--- config.mk ---
export PLATFORM = sky130hd
export DESIGN_NAME = timerm
export DESIGN_NICKNAME = d
export VERILOG_FILES = /design/src/rtl/timerm_pkg.sv /design/src/rtl/timerm_prescm.sv /design/src/rtl/timerm.sv
export SDC_FILE = /design/constraint.sdc
export NUM_CORES = 1
export LEC_CHECK = 0
export ABC_CLOCK_PERIOD_IN_PS = 7200
export CORE_MARGIN = 3
export CORE_UTILIZATION = 30
export DETAILED_ROUTE_END_ITERATION = 8
export GPL_TIMING_DRIVEN = 0
export SYNTH_ARGS = -nofsm -noshare
export SYNTH_HDL_FRONTEND = slang
export SYNTH_SLANG_ARGS = --single-unit
--- constraint.sdc ---
create_clock -name clk -period 7.2 [get_ports clk]
set_clock_uncertainty 0.2 [all_clocks]
set_input_delay 2.16 -clock clk [delete_from_list [all_inputs] [get_ports clk]]
set_output_delay 2.16 -clock clk [all_outputs]
set_load 0.01 [all_outputs]
--- src/rtl/timerm_pkg.sv ---
`default_nettype none
// ============================================================================
// Module      : timerm_pkg
// Description : Shared definitions for the timerm timer peripheral: register
//               word offsets and control/status bit positions.
// Revision    : 1.0 - initial release
// ============================================================================
package timerm_pkg;

    // Register word offsets (addr[1:0])
    localparam logic [1:0] TMR_CTRL   = 2'd0;
    localparam logic [1:0] TMR_RELOAD = 2'd1;
    localparam logic [1:0] TMR_COUNT  = 2'd2;
    localparam logic [1:0] TMR_STAT   = 2'd3;

    // CTRL bit positions
    localparam int CTRL_RUN     = 0;
    localparam int CTRL_ARL     = 1;
    localparam int CTRL_IEN     = 2;
    localparam int CTRL_PRE_LSB = 8;

    // STAT bit positions
    localparam int STAT_UF = 0;

endpackage
`default_nettype wire

--- src/rtl/timerm_prescm.sv ---
`default_nettype none
// ============================================================================
// Module      : prescm
// Description : Prescaler for timerm. Counts 0..pre while enabled and emits a
//               one-cycle tick when the count equals pre, then wraps to 0.
//               Held at 0 while disabled; clr forces it back to 0.
// Ports       : clk   - system clock
//               reset - asynchronous active-low reset
//               en    - count enable (CTRL.RUN)
//               clr   - synchronous clear
//               pre   - terminal count
//               tick  - one-cycle pulse at terminal count
// Revision    : 1.0 - initial release
// ============================================================================
module prescm #(
    parameter int PRE_WIDTH = 16
) (
    input  logic                 clk,
    input  logic                 reset,
    input  logic                 en,
    input  logic                 clr,
    input  logic [PRE_WIDTH-1:0] pre,
    output logic                 tick
);

    localparam logic [PRE_WIDTH-1:0] PRE_ONE = PRE_WIDTH'(1);

    logic [PRE_WIDTH-1:0] cnt;

    assign tick = en & (cnt == pre);

    always_ff @(posedge clk or negedge reset) begin
        if (!reset) begin
            cnt <= '0;
        end else if (!en || clr || tick) begin
            cnt <= '0;
        end else begin
            cnt <= cnt + PRE_ONE;
        end
    end

endmodule
`default_nettype wire

--- src/rtl/timerm.sv ---
`default_nettype none
// ============================================================================
// Module      : timerm
// Description : Memory-mapped down-counting timer with prescaler, optional
//               auto-reload, sticky underflow flag and level interrupt.
// Ports       : clk   - system clock
//               reset - asynchronous active-low reset
//               cs    - chip select from system address decoder
//               addr  - register word offset
//               wen   - write strobe
//               din   - write data
//               dout  - combinational read data (0 when cs=0)
//               irq   - interrupt request, UF & IEN
// Revision    : 1.0 - initial release
// ============================================================================
module timerm
    import timerm_pkg::*;
#(
    parameter int WIDTH     = 32,
    parameter int PRE_WIDTH = 16
) (
    input  logic             clk,
    input  logic             reset,
    input  logic             cs,
    input  logic [1:0]       addr,
    input  logic             wen,
    input  logic [WIDTH-1:0] din,
    output logic [WIDTH-1:0] dout,
    output logic             irq
);

    localparam logic [WIDTH-1:0] CNT_ONE = WIDTH'(1);

    logic                 run;
    logic                 arl;
    logic                 ien;
    logic [PRE_WIDTH-1:0] pre;
    logic [WIDTH-1:0]     reload;
    logic [WIDTH-1:0]     count;
    logic                 uf;

    logic wr_ctrl;
    logic wr_reload;
    logic wr_count;
    logic wr_stat;
    logic pre_clr;
    logic tick;
    logic tick_eff;
    logic underflow;

    assign wr_ctrl   = cs & wen & (addr == TMR_CTRL);
    assign wr_reload = cs & wen & (addr == TMR_RELOAD);
    assign wr_count  = cs & wen & (addr == TMR_COUNT);
    assign wr_stat   = cs & wen & (addr == TMR_STAT);

    // Restart the prescale period on a COUNT load or on RUN going 0->1.
    assign pre_clr = wr_count | (wr_ctrl & din[CTRL_RUN] & ~run);

    prescm #(
        .PRE_WIDTH (PRE_WIDTH)
    ) u_prescm (
        .clk   (clk),
        .reset (reset),
        .en    (run),
        .clr   (pre_clr),
        .pre   (pre),
        .tick  (tick)
    );

    // A tick is discarded when software loads COUNT or clears RUN on the
    // same edge; the software write takes precedence.
    assign tick_eff  = tick & ~wr_count & ~(wr_ctrl & ~din[CTRL_RUN]);
    assign underflow = tick_eff & (count == '0);

    always_ff @(posedge clk or negedge reset) begin
        if (!reset) begin
            run <= 1'b0;
            arl <= 1'b0;
            ien <= 1'b0;
            pre <= '0;
        end else if (wr_ctrl) begin
            run <= din[CTRL_RUN];
            arl <= din[CTRL_ARL];
            ien <= din[CTRL_IEN];
            pre <= din[CTRL_PRE_LSB +: PRE_WIDTH];
        end else if (underflow && !arl) begin
            run <= 1'b0;
        end
    end

    always_ff @(posedge clk or negedge reset) begin
        if (!reset) begin
            reload <= '0;
        end else if (wr_reload) begin
            reload <= din;
        end
    end

    // Auto-reload uses the pre-edge RELOAD value, so a RELOAD write on the
    // same edge only affects the next reload.
    always_ff @(posedge clk or negedge reset) begin
        if (!reset) begin
            count <= '0;
        end else if (wr_count) begin
            count <= din;
        end else if (tick_eff) begin
            if (count != '0) begin
                count <= count - CNT_ONE;
            end else if (arl) begin
                count <= reload;
            end
        end
    end

    // Set beats W1C when both land on the same edge.
    always_ff @(posedge clk or negedge reset) begin
        if (!reset) begin
            uf <= 1'b0;
        end else if (underflow) begin
            uf <= 1'b1;
        end else if (wr_stat && din[STAT_UF]) begin
            uf <= 1'b0;
        end
    end

    assign irq = uf & ien;

    always_comb begin
        dout = '0;
        if (cs) begin
            case (addr)
                TMR_CTRL: begin
                    dout[CTRL_RUN]                  = run;
                    dout[CTRL_ARL]                  = arl;
                    dout[CTRL_IEN]                  = ien;
                    dout[CTRL_PRE_LSB +: PRE_WIDTH] = pre;
                end
                TMR_RELOAD: dout = reload;
                TMR_COUNT:  dout = count;
                TMR_STAT:   dout[STAT_UF] = uf;
                default:    dout = '0;
            endcase
        end
    end

endmodule
`default_nettype wire

==> impl_metrics.tcl <==
set metrics [dict create \
    r2r_end "count[22]" \
    power_density_nw_per_um2 246 \
    syn_inst 621 \
    routedWlPerCell_um 19.9 \
    areaGrowthSynthToFinish_pct 23.1 \
    ys_async_sr_fraction_pct 100 \
    port_buffers 70 \
    endpoint_kind "primary output" \
    crit_fanout 10 \
    syn_area_sq_um 6010 \
    fin_crit_ns 7.11 \
    p_total_mw 1.82 \
    gp_congestion 0.855 \
    setup_tns_ns 0 \
    firstDrtPassIters 7 \
    synth_seq_cells 100 \
    die_x_um 148 \
    grt_pass1_vias 5269 \
    antenna_found_initial 0 \
    cts-hold-fix-buffers 0 \
    whs_endpoint "reload[16]" \
    worstRegToRegCells 9 \
    num_vias 5299 \
    maxSlewViolCount 0 \
    placed_area_sq_um 7080 \
    dieArea_sq_um 21800 \
    whs_ns 0.336 \
    drtIter0Drc 600 \
    synth_nets 668 \
    synth_enable_flop_cells 0 \
    rr_startpoint "count[8]" \
    critPathLaunchType "input port" \
    clk_path_buf_depth 2 \
    hold_depth 1 \
    drive_above_1_share_pct 12.6 \
    n_antenna_cell 0 \
    drt_wl_total_um 19400 \
    nets 751 \
    hp-class "flop to flop" \
    crit_type "input port to primary output" \
    postCtsSetupRepairBufs 0 \
    avgSynthCellArea_sq_um 9.68 \
    synth_ff_type "dfrtp_1" \
    worstHoldStart "reload[16]" \
    rsz0062_at_grt "no" \
    hold_violations 0 \
    dieHeight_um 148 \
    cts_tree "done" \
    core_area_sq_um 19600 \
    drc 0 \
    status "finished, final reports clean" \
    timing_worst_slew_pin_value_ns 0.936 \
    ctsResizeCount 0 \
    synth_area_leaders "dfrtp_1 42%, mux2_2 9.6%, nor2_1 4.7%" \
    grt_max_degree 60 \
    htreeDepth 3 \
    relSlewSlack_pct 37.0 \
    avgViaCountPerCell 5.44 \
    pin_count 71 \
    rows 51 \
    pre_cts_slack_ns 0.0328 \
    clock_latency_ns 0.36 \
    fin_util_pct 37.8 \
    cts_sinks 100 \
    root_buffer "clkbuf_16" \
    fin_crit_sh_pct 98.8 \
    yosysSeqAreaShare_pct 41.6 \
    ys_types 52 \
    clk_pin_slew_ns 0.07 \
    dp_hpwl_um 14000 \
    numCtsBuffers 9 \
    finalSetupViolCount 0 \
    setup_slack_ns 0.0882 \
    grtUsageTotal_pct 18.0 \
    design_area_sq_um 7400 \
    worstPathRequired_ns 4.84 \
    maxCapViolations 0 \
    instances_no_fill 974 \
    synth_top_cell_area_share_pct 41.6 \
    peakVddDrop_mv 0.131 \
    leakage_nw 2.96 \
    cp.arrival_ns 4.75 \
    drtAntennaViolNets 0 \
    fmax_ghz 0.141 \
    start_util_pct 30.7 \
    gr-total-overflow 0 \
    ys_warn_count 0 \
    fill_cells 2003 \
    synth_top_area_cell "dfrtp_1" \
    ff2ff_setup_slack_ns 3.62 \
    grt_pass1_wl_um 30600 \
    placed_cells 958 \
]
[flip-flops by register name (all words and copies together), names as in the netlist]
| signal | cells |
|---|---|
| arl | 1 |
| u_prescm.cnt | 16 |
| ien | 1 |
| reload | 32 |
| count | 32 |
| run | 1 |
| uf | 1 |
| pre | 16 |
[cell usage in the layout (no fill, tap or decap), drive strengths merged, types with 13 or more instances in the layout]
| cell type | synthesis | final |
|---|---|---|
| dfrtp | 100 | 100 |
| nor2 | 76 | 76 |
| clkdlybuf4s50 | 0 | 69 |
| mux2 | 51 | 51 |
| clkbuf | 34 | 43 |
| and2 | 31 | 31 |
| xor2 | 30 | 30 |
| xnor2 | 23 | 23 |
| o21ai | 22 | 22 |
| a21oi | 21 | 21 |
| nand3 | 20 | 20 |
| nand2 | 20 | 20 |
| a222oi | 19 | 19 |
| a221o | 18 | 18 |
| nor3 | 18 | 18 |
| a22oi | 14 | 14 |
| inv | 10 | 14 |
| buf | 12 | 14 |
| nor4 | 13 | 13 |
[cell type report]
type	count	area, sq um	area share [%]
multi-input combinational	465	3290	44.4
sequential	100	2500	33.8
timing repair buffer	72	737	9.96
tap	265	332	4.48
clock buffer	9	225	3.04
buffer	46	196	2.66
clock inverter	7	81.3	1.10
inverter	10	37.5	0.507
[worst max-delay path, stage by stage]
cell,delay (ns)
clkdlybuf4s50_1,0.54
inv_1,0.11
ha_1,0.20
clkbuf_1,0.26
clkbuf_2,0.31
a222oi_1,0.59
nor2_1,0.08
clkdlybuf4s50_1,0.49
[synth_stat cells (5+ instances only)]
| cell type | instances |
|---|---|
| nand4_1 | 10 |
| nor2_1 | 76 |
| ha_1 | 9 |
| and3_1 | 7 |
| a222oi_1 | 19 |
| a31oi_1 | 10 |
| a22oi_1 | 14 |
| inv_1 | 10 |
| nor4_1 | 12 |
| xor2_1 | 30 |
| o21ai_0 | 22 |
| nand3_1 | 20 |
| nor3_1 | 18 |
| dfrtp_1 | 100 |
| mux2i_1 | 7 |
| and2_1 | 30 |
| xnor2_1 | 23 |
| clkbuf_1 | 34 |
| nand2_1 | 20 |
| or4_1 | 5 |
| a21oi_1 | 18 |
| mux2_2 | 51 |
| a221o_1 | 18 |
| buf_2 | 6 |
[power breakdown]
part           internal [mW]  switching [mW]  leakage (nW)
logic                  0.241           0.254          1.56
registers              0.673           0.137          1.25
clock network          0.275           0.240         0.147
[layer usage]
layer	wire (um)	part of all wire, %	GRT usage (%)	vias to the layer above
met1	9030	47	26.3	2642
met2	9040	47	27.8	189
met4	280	1.4	5.22	0
li1	-	-	-	2447
met5	0	0	0	-
met3	1060	5.4	2.39	21
[how the worst max path moves through the flow]
stage                       start          endpoint
final                     addr[0]          dout[14]
after global routing      addr[0]          dout[14]
after CTS                 addr[0]          dout[13]
after detailed placement  addr[0]          dout[13]
after global placement      reset  u_prescm.cnt[11]
after floorplan           addr[0]          dout[16]
[logic make-up after synthesis]
| group | Yosys count | share of synthesized area [%] |
|---|---|---|
| AO/OA/AOI/OAI | 121 | 15.0 |
| XOR/XNOR | 53 | 7.72 |
| adder cells (fa/ha/maj) | 9 | 1.87 |
| buffers and inverters | 56 | 3.81 |
| flip-flops | 100 | 41.6 |
| multiplexers | 58 | 10.7 |
| AND/OR/NAND/NOR | 224 | 19.2 |
Power figures use the tool's default switching activity.
